### src/rtl/fetch_pkg.sv
// fetch_pkg: shared state encoding, jump opcode class and condition codes for the fetch sequencer
package fetch_pkg;
  typedef enum logic {FETCH_OP = 1'b0, FETCH_ARG = 1'b1} state_t;
  localparam logic [3:0] JMP_CLASS_DEF = 4'hF;
  localparam logic [1:0] COND_ALWAYS = 2'b00;
  localparam logic [1:0] COND_Z      = 2'b01;
  localparam logic [1:0] COND_C      = 2'b10;
  localparam logic [1:0] COND_NZ     = 2'b11;
endpackage

### src/rtl/fetch_sequencer_if.sv
// fetch_sequencer_if: PC/ROM/decoder bundle; slave = sequencer, master = PC+ROM+ALU side; halted exists only with FETCH_HALT_EN
interface fetch_sequencer_if #(parameter int ADDR_W = 8, parameter int DATA_W = 8);
  logic [ADDR_W-1:0] pc;
  logic [ADDR_W-1:0] jump_addr;
  logic [DATA_W-1:0] rom_data;
  logic [DATA_W-1:0] instr;
  logic              stall;
  logic              flag_z;
  logic              flag_c;
  logic              PCincr;
  logic              instr_valid;
`ifdef FETCH_HALT_EN
  logic              halted;
`endif
  modport slave (
    input  pc, rom_data, stall, flag_z, flag_c,
    output PCincr, jump_addr, instr, instr_valid
`ifdef FETCH_HALT_EN
    , output halted
`endif
  );
  modport master (
    output pc, rom_data, stall, flag_z, flag_c,
    input  PCincr, jump_addr, instr, instr_valid
`ifdef FETCH_HALT_EN
    , input halted
`endif
  );
endinterface

### src/rtl/fetch_sequencer_jump_cond.sv
// jump_cond: decides whether a conditional jump is taken from cond[1:0] and the ALU flags
module jump_cond
  import fetch_pkg::*;
(
  input  logic [1:0] cond,
  input  logic       flag_z,
  input  logic       flag_c,
  output logic       take
);
  always_comb take = cond == COND_ALWAYS ? 1'b1 :
                     cond == COND_Z      ? flag_z :
                     cond == COND_C      ? flag_c : !flag_z;
endmodule

### src/rtl/fetch_sequencer.sv
// fetch_sequencer: steers the PC (PCincr/jump_addr), fetches opcode/target bytes and issues instr/instr_valid; optional FETCH_HALT_EN adds halted
module fetch_sequencer
  import fetch_pkg::*;
#(
  parameter int                ADDR_W    = 8,
  parameter int                DATA_W    = 8,
  parameter logic [ADDR_W-1:0] RESET_VEC = '0,
  parameter logic [3:0]        JMP_CLASS = JMP_CLASS_DEF
)(
  input logic               clk,
  input logic               reset,
  fetch_sequencer_if.slave  bus
);
  state_t            state, state_n;
  logic [DATA_W-1:0] instr;
  logic              instr_valid, frozen, take, is_jmp, pc_incr;
  logic [ADDR_W-1:0] jaddr;
  assign is_jmp = bus.rom_data[7:4] == JMP_CLASS;
  jump_cond u_cond (.cond(instr[1:0]), .flag_z(bus.flag_z), .flag_c(bus.flag_c), .take(take));
`ifdef FETCH_HALT_EN
  logic halted, halt_hit;
  // An always-taken jump back onto its own opcode is a deliberate halt; freeze like a permanent stall.
  assign halt_hit = !frozen && state == FETCH_ARG && instr[1:0] == COND_ALWAYS &&
                    ADDR_W'(bus.rom_data) == ADDR_W'(bus.pc - 1'b1);
  assign frozen = bus.stall | halted;
  assign bus.halted = halted;
  always_ff @(posedge clk)
    if (reset) halted <= 1'b0;
    else if (halt_hit) halted <= 1'b1;
`else
  assign frozen = bus.stall;
`endif
  // The PC has no reset, so reset is a forced load of RESET_VEC.
  always_comb begin
    pc_incr = 1'b1;
    jaddr   = ADDR_W'(bus.rom_data);
    state_n = state;
    if (reset) begin
      pc_incr = 1'b0;
      jaddr   = RESET_VEC;
    end else if (frozen) begin
      pc_incr = 1'b0;
      jaddr   = bus.pc;
    end else if (state == FETCH_ARG) begin
      pc_incr = !take;
      state_n = FETCH_OP;
    end else if (is_jmp) begin
      state_n = FETCH_ARG;
    end
  end
  always_ff @(posedge clk)
    if (reset) begin
      state       <= FETCH_OP;
      instr       <= '0;
      instr_valid <= 1'b0;
    end else begin
      state       <= state_n;
      instr_valid <= !frozen && (state == FETCH_ARG || !is_jmp);
      if (!frozen && state == FETCH_OP) instr <= bus.rom_data;
    end
  assign bus.PCincr      = pc_incr;
  assign bus.jump_addr   = jaddr;
  assign bus.instr       = instr;
  assign bus.instr_valid = instr_valid;
endmodule
### src/flat_wrapper.sv
// flat-port wrapper written by rule: the top's interface ports become plain ports
module fetch_sequencer_flat import fetch_pkg::*;
#(
  parameter int                ADDR_W    = 8,
  parameter int                DATA_W    = 8,
  parameter logic [ADDR_W-1:0] RESET_VEC = '0,
  parameter logic [3:0]        JMP_CLASS = JMP_CLASS_DEF
)
  (clk, reset, bus_pc, bus_rom_data, bus_stall, bus_flag_z, bus_flag_c, bus_PCincr, bus_jump_addr, bus_instr, bus_instr_valid);
  fetch_sequencer_if #(.ADDR_W(ADDR_W), .DATA_W(DATA_W)) bus_i ();
  input logic clk;
  input logic reset;
  input wire logic [$bits(bus_i.pc)-1:0] bus_pc;
  input wire logic [$bits(bus_i.rom_data)-1:0] bus_rom_data;
  input wire logic [$bits(bus_i.stall)-1:0] bus_stall;
  input wire logic [$bits(bus_i.flag_z)-1:0] bus_flag_z;
  input wire logic [$bits(bus_i.flag_c)-1:0] bus_flag_c;
  output wire logic [$bits(bus_i.PCincr)-1:0] bus_PCincr;
  output wire logic [$bits(bus_i.jump_addr)-1:0] bus_jump_addr;
  output wire logic [$bits(bus_i.instr)-1:0] bus_instr;
  output wire logic [$bits(bus_i.instr_valid)-1:0] bus_instr_valid;
  assign bus_i.pc = bus_pc;
  assign bus_i.rom_data = bus_rom_data;
  assign bus_i.stall = bus_stall;
  assign bus_i.flag_z = bus_flag_z;
  assign bus_i.flag_c = bus_flag_c;
  assign bus_PCincr = bus_i.PCincr;
  assign bus_jump_addr = bus_i.jump_addr;
  assign bus_instr = bus_i.instr;
  assign bus_instr_valid = bus_i.instr_valid;
  fetch_sequencer #(.ADDR_W(ADDR_W), .DATA_W(DATA_W), .RESET_VEC(RESET_VEC), .JMP_CLASS(JMP_CLASS)) u_core (.clk(clk), .reset(reset), .bus(bus_i));
endmodule
### config.mk
export PLATFORM = sky130hd
export DESIGN_NAME = fetch_sequencer_flat
export DESIGN_NICKNAME = d
export VERILOG_FILES = /design/src/rtl/fetch_pkg.sv /design/src/rtl/fetch_sequencer_if.sv /design/src/rtl/fetch_sequencer_jump_cond.sv /design/src/rtl/fetch_sequencer.sv /design/src/flat_wrapper.sv
export SDC_FILE = /design/constraint.sdc
export NUM_CORES = 1
export LEC_CHECK = 0
export CORE_UTILIZATION = 25
export DETAILED_ROUTE_END_ITERATION = 10
export HOLD_SLACK_MARGIN = 0.03
export MAX_ROUTING_LAYER = met4
export PLACE_DENSITY = 0.67
export SETUP_SLACK_MARGIN = 0.05
export SLEW_MARGIN = 20
export SYNTH_ARGS = -nofsm -noshare
export SYNTH_HDL_FRONTEND = slang
export SYNTH_SLANG_ARGS = --single-unit
export TNS_END_PERCENT = 5
### constraint.sdc
create_clock -name clk -period 1.25 [get_ports clk]
set_input_delay 0.125 -clock clk [delete_from_list [all_inputs] [get_ports clk]]
set_output_delay 0.125 -clock clk [all_outputs]
set_load 0.05 [all_outputs]
==> impl_results.md, run 1 <==
* Run status: complete, but fails checks
* Violated checks: negative setup slack
* Power share of the clock group at 25.6%
* TritonCTS Buffers at 3
* Final weighted congestion of routability-driven global placement at between 0.7 and 0.8
* Number of sinks handled by clock tree synthesis at 10
* Leading cell types by count after synthesis: sky130_fd_sc_hd__nand2_1 (18), sky130_fd_sc_hd__nor2_1 (11), sky130_fd_sc_hd__dfxtp_1 (10), sky130_fd_sc_hd__a21oi_1 (8), sky130_fd_sc_hd__mux2i_1 (8)
* Total wire length at 1674 um
* Mean instance size in the synthesized netlist at 7.564 um^2
* Depth of the most critical reg-to-reg path at 4
* Vias in the first global route at 567
* Vias at 634
* Cell Area, Synth at 499.2 um^2
* Worst r2r src: u_core.state$_SDFFE_PP0N_
* Number of synthesis warnings at 0
* Final antenna diode count at 0
* Sequential Power Share at between 30% and 40%
* Total global routing overflow at 0
* Number of failing setup endpoints in the final timing report at 1
* Register-to-register setup slack at 210 ps
* Antenna violations before repair at 0
* Kind of capture point of the worst setup path: output port
* Worst setup slack after layout at -351.3 ps
* Final worst clock skew at 0.5087 ps
* Initial DRC count at 8
* Area leader, netlist: sky130_fd_sc_hd__dfxtp_1
* Max Clk Rate at 624.5 MHz
* Summed area of non-filler cells in the final layout at 0.001237 mm^2
* Clock input transition at the sequential cells of the worst setup and hold paths at 70 ps
* Crit path launch: u_core.bus.instr[1]$_SDFFE_PP0P_
* Area growth syn-to-layout at 147.9%
* DIE AREA at about 0.0022 mm^2
* Switching share of power at 31.62%
* Routed wire length per instance at 12.22 um
* Number of enable flip-flop cells after synthesis at 0
* Post-CTS Repair Setup Buffers at 0
* Max-slew violations at 0
* Placed wire-length estimate after detailed placement at 1329 um
* Total internal power at between 0.7 and 0.8 mW
* Total I/O pin count at 39
* Clock tree root buffer cell: sky130_fd_sc_hd__clkbuf_4
* Critical path data required time at 1120 ps
* Net load switching power at approximately 0.35 mW
* Maximum buffer depth of the clock tree at 2
* Final-report hold violation count at 0
* Sequential share of the synthesized area at 40.10%
* Largest cells by area after synthesis: sky130_fd_sc_hd__dfxtp_1 (40%), sky130_fd_sc_hd__mux2i_1 (16%), sky130_fd_sc_hd__nand2_1 (14%)
* Worst setup slack before clock tree synthesis at -251.9 ps
* Reported leakage power at 0.5103 nW
* Minimum clock period at 1601 ps
* Period utilisation layout at 128.1%
* Length of the first detailed-routing pass in iterations at 4
* Number of buffers inserted by port buffering at 38
* Post-synthesis cell count at 66
* Final core utilization at 68.68%
* Highest net fanout along the worst path at 4
* Die Wd at around 47 um
* Arrival time of data at the critical path endpoint at 1480 ps
* Startpoint-to-endpoint class of the critical path: flip-flop to output port
* Max-cap violations at 0
* Count leader, synth: sky130_fd_sc_hd__nand2_1
* Critical Path Start Type: flip-flop
* Distinct cell type count of the synthesized netlist at 14
* Total placed instance area at about 0.0012 mm^2
* Logic pwr share at between 40% and 50%
* Hold Crit Class: input pin to flip-flop
* Reg2reg end: u_core.bus.instr[1]$_SDFFE_PP0P_
* Actual slew at the worst max-slew pin at 258.0 ps
* Wire length of the first global-routing pass at 2622 um
* Core area at approximately 0.0018 mm^2
* Capturing instance or port of the critical path: bus_PCincr
* Flip-flop and latch count after synthesis at 10
* Drt drc at 0
* Pin count of the biggest net entering global routing at 16
* Die Height at 46.69 um
* Post-synth top area share at about 40%
* Per-cell via count in the routed design at 4.628
* Total GRT Usage at between 15 and 20%
* Pwr per Cell Area at 892.3 mW/mm^2
* Max-slew headroom at just over 80%
* Number of nets still failing antenna checks after routing at 0
* Share of post-route cells with drive strength above 1 at around 38%
* Number of levels in the clock H-tree at 1
* Most frequently used flop master after synthesis: sky130_fd_sc_hd__dfxtp_1
* Placement row count at 15
* Later-pin clock latency in the skew report at 250 ps
* Number of nets in the synthesized netlist at 87
* Share of synthesized flip-flops with an asynchronous set or reset at 0%
* Peak ir drop on the vdd network at 0.4885 mV
* Starting density of the core at 27.71%
* Setup repair after global routing missed its margin: true
* Number of nets in the finished design at 134
* TritonCTS clock tree: done
-- cell families after synthesis --
| kind of cell | share of synthesized area (%) |
|---|---|
| AND/OR/NAND/NOR | 27.07 |
| AO/OA/AOI/OAI | 11.28 |
| flip-flops | 40.10 |
| multiplexers | 16.04 |
| buffers and inverters | 3.758 |
| XOR/XNOR | 1.755 |
-- layout by cell type, fill, tap and decap left out --
cell type,synthesis,routed
sky130_fd_sc_hd__o21a_1,1,1
sky130_fd_sc_hd__or2_1,1,1
sky130_fd_sc_hd__nand2_1,18,18
sky130_fd_sc_hd__dfxtp_4,0,1
sky130_fd_sc_hd__nor2_2,0,8
sky130_fd_sc_hd__nor2_1,11,3
sky130_fd_sc_hd__mux2i_1,8,8
sky130_fd_sc_hd__clkbuf_8,0,1
sky130_fd_sc_hd__dfxtp_2,0,1
sky130_fd_sc_hd__clkdlybuf4s50_1,0,19
sky130_fd_sc_hd__dlygate4sd2_1,0,1
sky130_fd_sc_hd__nor3_1,1,1
sky130_fd_sc_hd__a21oi_1,8,8
sky130_fd_sc_hd__clkbuf_4,0,3
sky130_fd_sc_hd__dfxtp_1,10,8
sky130_fd_sc_hd__buf_12,0,20
sky130_fd_sc_hd__buf_4,0,6
sky130_fd_sc_hd__a311oi_4,0,1
sky130_fd_sc_hd__xnor2_1,1,1
sky130_fd_sc_hd__nand4_1,1,1
sky130_fd_sc_hd__or3b_4,0,1
-- state kept, by name, summed over array words and instances, names as in the netlist --
register and cells:
u_core.bus.instr 8, u_core.bus.instr_valid 1, u_core.state 1
-- what timing repair did --
item,4_1_cts,5_1_grt
gates resized for setup,8,1
endpoints found under the setup margin,9,9
hold buffers,0,0
-- metrics by stage --
stage	hold slack, ps	power, mW	TNS [ps]	instances
after floorplan	250.6	0.5519	-616.9	66
after global placement	477.9	0.8157	-1912	133
after detailed placement	484.1	0.8234	-2244	133
after CTS	373.2	1.115	-358.8	137
after global routing	386.1	1.156	-400.2	137
final	374.7	1.104	-351.3	137
-- layout make-up --
| type | instances | area [um^2] |
|---|---|---|
| clock buffer | 4 | 36.28 |
| fill | 140 | 564.3 |
| multi-input combinational | 52 | 320.3 |
| sequential | 10 | 205.2 |
| timing repair buffer | 46 | 644.4 |
| tap | 25 | 31.28 |
-- per-layer routing --
layer | up-vias | track usage (%) | share of wire, %
met5 | - | - | 0
met4 | 0 | 3.429 | 0.48
met3 | 2 | 4.314 | 7.9
met2 | 27 | 32.22 | 51
met1 | 294 | 19.48 | 40
li1 | 311 | - | -
-- critical path, stage by stage, from the launching register on --
cell and delay [ps]:
sky130_fd_sc_hd__dfxtp_4 360, sky130_fd_sc_hd__or3b_4 380, sky130_fd_sc_hd__a311oi_4 300, sky130_fd_sc_hd__buf_12 180
-- power by group through the flow --
| stage | clock [mW] | combinational [mW] | sequential (mW) |
|---|---|---|---|
| 2_1_floorplan | 0 | 0.144 | 0.408 |
| 3_3_place_gp | 0 | 0.457 | 0.359 |
| 3_5_place_dp | 0 | 0.463 | 0.360 |
| 4_1_cts | 0.290 | 0.472 | 0.352 |
| 5_1_grt | 0.309 | 0.493 | 0.354 |
| 6_report | 0.282 | 0.470 | 0.352 |
-- how the worst min path moves through the flow --
stage          slack, ps                             start  cells past startpoint                                end
2_1_floorplan        250                   bus_rom_data[1]                      2   u_core.bus.instr[1]$_SDFFE_PP0P_
4_1_cts              370                         bus_stall                      3  u_core.bus.instr_valid$_SDFF_PP0_
6_report             370                         bus_stall                      3  u_core.bus.instr_valid$_SDFF_PP0_
3_5_place_dp         480  u_core.bus.instr[4]$_SDFFE_PP0P_                      2   u_core.bus.instr[4]$_SDFFE_PP0P_
3_3_place_gp         480  u_core.bus.instr[4]$_SDFFE_PP0P_                      2   u_core.bus.instr[4]$_SDFFE_PP0P_
5_1_grt              390                         bus_stall                      3  u_core.bus.instr_valid$_SDFF_PP0_
Note: power is estimated with default switching activity, not from simulation.
==> run 2, diff against run 1 <==
--- a/config.mk
+++ b/config.mk
@@ -6,12 +6,11 @@
 export NUM_CORES = 1
 export LEC_CHECK = 0
 export CORE_UTILIZATION = 25
+export CTS_CLUSTER_DIAMETER = 40
 export DETAILED_ROUTE_END_ITERATION = 10
 export HOLD_SLACK_MARGIN = 0.03
 export MAX_ROUTING_LAYER = met4
-export PLACE_DENSITY = 0.67
 export SETUP_SLACK_MARGIN = 0.05
-export SLEW_MARGIN = 20
 export SYNTH_ARGS = -nofsm -noshare
 export SYNTH_HDL_FRONTEND = slang
 export SYNTH_SLANG_ARGS = --single-unit
==> impl_results.md, run 2 (synthesis gave the netlist of run 1 again) <==
* Run status: complete, but fails checks
* Violated checks: negative setup slack
* Length of the first detailed-routing pass in iterations at 2 (-2)
* Depth of the most critical reg-to-reg path at 4 (unchanged)
* Worst setup slack after layout at -356.9 ps (-5.633 ps)
* Commonest non-fill, non-tap cells in the layout: sky130_fd_sc_hd__clkdlybuf4s50_1 (19), sky130_fd_sc_hd__buf_12 (19), sky130_fd_sc_hd__nand2_1 (18)
* Net load switching power at 0.3636 mW (+4.1%)
* Leading registers by flop count: u_core.bus.instr: 8 flops, u_core.bus.instr_valid: 1 flops, u_core.state: 1 flops
* Setup repair after global routing missed its margin: true
* Worst r2r src: u_core.state$_SDFFE_PP0N_
* TritonCTS Buffers at 3 (unchanged)
* Placement row count at 15 (unchanged)
* Minimum clock period at 1607 ps (+5.633 ps)
* Number of buffers inserted by port buffering at 38 (unchanged)
* Startpoint-to-endpoint class of the critical path: flip-flop to output port
* Clock tree root buffer cell: sky130_fd_sc_hd__clkbuf_4
* Maximum buffer depth of the clock tree at 2 (unchanged)
* Switching share of power at 32.29% (+0.67 points)
* Max Clk Rate at 622.3 MHz (-0.35%)
* Final-report hold violation count at 0 (unchanged)
* Starting density of the core at 27.71% (unchanged)
* Hold Crit Class: input pin to flip-flop
* Routed wire length per instance at 12.07 um (-1.2%)
* Per-cell via count in the routed design at 4.450 (-3.8%)
* Antenna violations before repair at 0 (unchanged)
* Total GRT Usage at 17.41% (-0.35 points)
* Max-cap violations at 0 (unchanged)
* Pin count of the biggest net entering global routing at 20 (+4)
* Instance count along the most critical hold path at 2 (-1)
* Final weighted congestion of routability-driven global placement at 0.7200 (-8.2%)
* Number of levels in the clock H-tree at 1 (unchanged)
* Actual slew at the worst max-slew pin at 261.7 ps (+3.752 ps)
* Pwr per Cell Area at 890.2 mW/mm^2 (-0.23%)
* Highest net fanout along the worst path at 3 (-1)
* Max-slew violations at 0 (unchanged)
* Share of post-route cells with drive strength above 1 at 41.74% (+4.2 points)
* Area growth syn-to-layout at 153.4%
* Startpoint of the lowest-slack hold path: bus_stall
* Number of nets in the finished design at 137 (+2.2%)
* Critical path data required time at 1120 ps (about the same)
* Sequential Power Share at 31.1% (-0.8 points)
* Register-to-register setup slack at 180 ps (-30 ps)
* TritonCTS clock tree: done
* Power share of the clock group at 26.1% (+0.5 points)
* Placed wire-length estimate after detailed placement at 1354 um (+1.9%)
* Worst setup slack before clock tree synthesis at -274.6 ps (-22.75 ps)
* Worst hold margin at 105.7 ps (-268.9 ps)
* Total I/O pin count at 39 (unchanged)
* Total wire length at 1690 um (+0.96%)
* Drt drc at 0 (unchanged)
* Period utilisation layout at 128.6% (+0.45 points)
* Vias at 623 (-1.7%)
* Sum of internal, switching and leakage power at 1.126 mW (+2.0%)
* Terminating pin of the worst hold path: u_core.bus.instr_valid$_SDFF_PP0_
* Arrival time of data at the critical path endpoint at 1480 ps (about the same)
* Kind of capture point of the worst setup path: output port
* Logic pwr share at 42.7% (about the same)
* DIE AREA at 0.002179 mm^2 (unchanged)
* Number of nets still failing antenna checks after routing at 0 (unchanged)
* Number of flip-flops under the largest register name at 8 (unchanged)
* Reported leakage power at 0.5185 nW (+1.6%)
* Post-CTS Repair Setup Buffers at 0 (unchanged)
* Initial DRC count at 7 (-1)
* Max-slew headroom at 82.63% (-0.25 points)
* Number of failing setup endpoints in the final timing report at 1 (unchanged)
* Die Height at 46.69 um (unchanged)
* Total internal power at 0.7624 mW (+0.99%)
* Vias in the first global route at 553 (-2.5%)
* Largest register by flop count: u_core.bus.instr
* Wire length of the first global-routing pass at 2490 um (-5.0%)
* Critical Path Start Type: flip-flop
* Clock input transition at the sequential cells of the worst setup and hold paths at 70 ps (about the same)
* Total placed instance area at 0.001192 mm^2 (+0.85%)
* Peak ir drop on the vdd network at 0.9454 mV (+94%)
* Layout fillers at 143 (+2.1%)
* Later-pin clock latency in the skew report at 270 ps (+20 ps)
* Final worst clock skew at 5.417 ps (+4.908 ps)
* Final antenna diode count at 0 (unchanged)
* Die Wd at 46.69 um (unchanged)
* Number of sinks handled by clock tree synthesis at 10 (unchanged)
* Final core utilization at 70.21% (+1.5 points)
* Total global routing overflow at 0 (unchanged)
* Summed area of non-filler cells in the final layout at 0.001265 mm^2 (+2.2%)
* Core area at 0.001802 mm^2 (unchanged)
* Reg2reg end: u_core.bus.instr[7]$_SDFFE_PP0P_
-- run 2: changes by cell type in the layout (fill, tap and decap cells not counted) --
| cell | change |
|---|---|
| sky130_fd_sc_hd__mux2i_2 | +2 |
| sky130_fd_sc_hd__dlygate4sd2_1 | -1 |
| sky130_fd_sc_hd__buf_12 | -1 |
| sky130_fd_sc_hd__buf_6 | +1 |
| sky130_fd_sc_hd__nor2_4 | +2 |
| sky130_fd_sc_hd__nor2_2 | -2 |
| sky130_fd_sc_hd__clkbuf_2 | +1 |
| sky130_fd_sc_hd__mux2i_1 | -2 |
| sky130_fd_sc_hd__buf_4 | +3 |
-- run 2: repair_timing --
item	in CTS	in global routing
resized for setup	6	10
setup endpoints to repair	9	9
hold buffers	0	0
-- run 2: layout make-up --
class                      instances  area [um^2]  share of cell area [%]
timing repair buffer              49        654.4                   51.73
multi-input combinational         52        337.8                   26.71
sequential                        10        205.2                   16.22
clock buffer                       4        36.28                   2.868
tap                               25        31.28                   2.473
-- run 2: how the worst max path moves through the flow --
| stage | startpoint | end | slack, ps |
|---|---|---|---|
| after floorplan | u_core.bus.instr[1]$_SDFFE_PP0P_ | bus_PCincr | -310 |
| after global placement | bus_flag_c | bus_PCincr | -260 |
| after detailed placement | bus_flag_c | bus_PCincr | -270 |
| after CTS | u_core.bus.instr[1]$_SDFFE_PP0P_ | bus_PCincr | -380 |
| after global routing | u_core.bus.instr[1]$_SDFFE_PP0P_ | bus_PCincr | -400 |
| final | u_core.bus.instr[1]$_SDFFE_PP0P_ | bus_PCincr | -360 |
-- run 2: power by group through the flow --
stage	registers, mW	logic, mW	clock network [mW]
5_1_grt	0.353	0.503	0.320
3_3_place_gp	0.358	0.461	0
4_1_cts	0.351	0.470	0.306
2_1_floorplan	0.408	0.144	0
6_report	0.351	0.481	0.294
3_5_place_dp	0.358	0.466	0
-- run 2: worst max-delay path, stage by stage, from the launching register on --
cell and delay, ps:
sky130_fd_sc_hd__dfxtp_4 350, sky130_fd_sc_hd__or3b_4 380, sky130_fd_sc_hd__a311oi_4 300, sky130_fd_sc_hd__buf_12 180
-- run 2: through the flow --
step           TNS, ps  std cells
2_1_floorplan   -616.9         66
3_3_place_gp     -2041        136
3_5_place_dp     -2458        136
4_1_cts         -377.0        140
5_1_grt         -404.4        140
6_report        -356.9        140
-- run 2: metal layers --
metal | share of wire [%] | GRT usage, % | vias up
li1 | - | - | 319
met1 | 42 | 21.33 | 278
met2 | 50 | 25.00 | 22
met3 | 6.0 | 7.451 | 4
met4 | 1.8 | 6.857 | 0
met5 | 0 | - | -
==> run 3, diff against run 2 <==
--- a/config.mk
+++ b/config.mk
@@ -5,11 +5,12 @@
 export SDC_FILE = /design/constraint.sdc
 export NUM_CORES = 1
 export LEC_CHECK = 0
-export CORE_UTILIZATION = 25
+export CORE_UTILIZATION = 31
 export CTS_CLUSTER_DIAMETER = 40
 export DETAILED_ROUTE_END_ITERATION = 10
 export HOLD_SLACK_MARGIN = 0.03
 export MAX_ROUTING_LAYER = met4
+export PLACE_DENSITY = 0.76
 export SETUP_SLACK_MARGIN = 0.05
 export SYNTH_ARGS = -nofsm -noshare
 export SYNTH_HDL_FRONTEND = slang
==> impl_results.md, run 3 (synthesis gave the netlist of run 1 again) <==
* DIE AREA at 0.001775 mm^2 (-19%)
* Leading registers by flop count: u_core.bus.instr: 8 flops, u_core.bus.instr_valid: 1 flops, u_core.state: 1 flops
* Max-slew headroom at 82.81% (+0.18 points)
* Total GRT Usage at 21.90% (+4.5 points)
* Number of nets still failing antenna checks after routing at 0 (unchanged)
* Critical Path Start Type: flip-flop
* Reported leakage power at 0.5249 nW (+1.2%)
* Core area at 0.001506 mm^2 (-16%)
* Critical path data required time at 1120 ps (about the same)
* Pin count of the biggest net entering global routing at 13 (-35%)
* Wire length of the first global-routing pass at 2808 um (+13%)
* Startpoint-to-endpoint class of the critical path: flip-flop to output port
* Post-CTS Repair Setup Buffers at 0 (unchanged)
* Largest register by flop count: u_core.bus.instr
* Hold-fix buffers at CTS at 0 (unchanged)
* Number of flip-flops under the largest register name at 8 (unchanged)
* Kind of capture point of the worst setup path: output port
* Commonest non-fill, non-tap cells in the layout: sky130_fd_sc_hd__clkdlybuf4s50_1 (19), sky130_fd_sc_hd__nand2_1 (18), sky130_fd_sc_hd__buf_12 (18)
* Final worst clock skew at 5.603 ps (+0.1867 ps)
* Period utilisation layout at 128.2% (-0.35 points)
* Length of the first detailed-routing pass in iterations at 4 (+2)
* Final antenna diode count at 0 (unchanged)
* Max Clk Rate at 624.0 MHz (+0.27%)
* Initial DRC count at 11 (+4)
* Startpoint of the lowest-slack hold path: bus_stall
* Total global routing overflow at 0 (unchanged)
* Per-cell via count in the routed design at 5.046 (+13%)
* Run status: complete, but fails checks
* TritonCTS clock tree: done
* Drt drc at 0 (unchanged)
* Antenna violations before repair at 0 (unchanged)
* Routed wire length per instance at 12.94 um (+7.2%)
* Hold Crit Class: input pin to flip-flop
* Vias in the first global route at 638 (+15%)
* Max-slew violations at 0 (unchanged)
* Number of sinks handled by clock tree synthesis at 10 (unchanged)
* Maximum buffer depth of the clock tree at 2 (unchanged)
* Placement row count at 14 (-1)
* Number of levels in the clock H-tree at 1 (unchanged)
* Worst setup slack after layout at -352.6 ps (+4.330 ps)
* Number of failing setup endpoints in the final timing report at 3 (+2)
* Violated checks: negative setup slack
* Actual slew at the worst max-slew pin at 259.0 ps (-2.759 ps)
* Worst r2r src: u_core.state$_SDFFE_PP0N_
* Number of nets in the finished design at 137 (unchanged)
* Max-cap violations at 0 (unchanged)
* Total wire length at 1695 um (+0.30%)
* Pwr per Cell Area at 912.9 mW/mm^2 (+2.6%)
* Minimum clock period at 1603 ps (-4.330 ps)
* TritonCTS Buffers at 3 (unchanged)
* Number of buffers inserted by port buffering at 38 (unchanged)
* Worst hold margin at 277.4 ps (+171.6 ps)
* Vias at 661 (+6.1%)
* Final core utilization at 80.90% (+11 points)
* Area growth syn-to-layout at 144.1%
* Die Height at 42.13 um (-9.8%)
* Placed wire-length estimate after detailed placement at 1392 um (+2.8%)
* Total I/O pin count at 39 (unchanged)
* Crit path launch: u_core.bus.instr[1]$_SDFFE_PP0P_
* Peak ir drop on the vdd network at 0.7383 mV (-22%)
* Clock input transition at the sequential cells of the worst setup and hold paths at 70 ps (about the same)
* Die Wd at 42.13 um (-9.8%)
* Share of post-route cells with drive strength above 1 at 34.78% (-7.0 points)
* Final-report hold violation count at 0 (unchanged)
* Starting density of the core at 33.14% (+5.4 points)
* Layout fillers at 92 (-36%)
* Later-pin clock latency in the skew report at 270 ps (about the same)
* Sum of internal, switching and leakage power at 1.113 mW (-1.2%)
* Highest net fanout along the worst path at 3 (unchanged)
* Leading cell type in the layout, fill and taps excluded: sky130_fd_sc_hd__clkdlybuf4s50_1
* Setup repair after global routing missed its margin: true
* Arrival time of data at the critical path endpoint at 1480 ps (about the same)
* Clock tree root buffer cell: sky130_fd_sc_hd__clkbuf_4
* Final weighted congestion of routability-driven global placement at 0.7813 (+8.5%)
[run 3: cell types whose count changed in the layout (fill, tap and decap cells not counted), sizes merged]
cell          previous run  this run
clkbuf                   5         4
dlymetal6s2s             0         1
[run 3: final timing paths]
kind / cells after the start / endpoint / slack (ps)
hold / removal: 3 / u_core.bus.instr_valid$_SDFF_PP0_ / 280
setup / recovery: 3 / bus_PCincr / -350
hold reg to reg: 2 / u_core.bus.instr[3]$_SDFFE_PP0P_ / 500
setup reg to reg: 4 / u_core.bus.instr[6]$_SDFFE_PP0P_ / 160
[run 3: worst max-delay path, stage by stage, from the launching register on]
cell	delay [ps]
sky130_fd_sc_hd__dfxtp_4	350
sky130_fd_sc_hd__or3b_4	380
sky130_fd_sc_hd__a311oi_4	300
sky130_fd_sc_hd__buf_12	180
[run 3: routing by layer]
layer	up-vias	wire length, um	track usage [%]
met5	-	0	-
met4	0	28	13.13
met3	2	47	4.310
met2	20	967	38.44
met1	315	651	22.40
li1	324	-	-
[run 3: timing repair]
item	CTS	global route
gates cloned	0	0
endpoints found under the setup margin	9	10
endpoints found under the hold margin	0	0
gates resized for setup	1	4
[run 3: where the power goes]
group | leakage (nW) | switching (mW) | internal [mW] | total, mW
clock network | 0.0210 | 0.120 | 0.177 | 0.297
logic | 0.420 | 0.224 | 0.241 | 0.464
registers | 0.0834 | 0.0162 | 0.335 | 0.351
total | 0.525 | 0.360 | 0.753 | 1.11
[run 3: final cells by class]
cell class | instances | area [um^2] | share of cell area, %
Timing Repair Buffer | 49 | 649.4 | 53.29
Sequential cell | 10 | 205.2 | 16.84
Tap cell | 16 | 20.02 | 1.643
Multi-Input combinational cell | 52 | 307.8 | 25.26
Clock buffer | 4 | 36.28 | 2.977
[run 3: metrics by stage]
stage / area, um^2 / setup WS, ps / TNS [ps] / cells
after detailed placement: 1169 / -267.4 / -2193 / 127
after CTS: 1209 / -370.0 / -1225 / 131
final: 1219 / -352.6 / -364.8 / 131
after global placement: 1169 / -255.6 / -1644 / 127
after floorplan: 524.3 / -305.6 / -616.9 / 66
after global routing: 1219 / -401.5 / -559.2 / 131
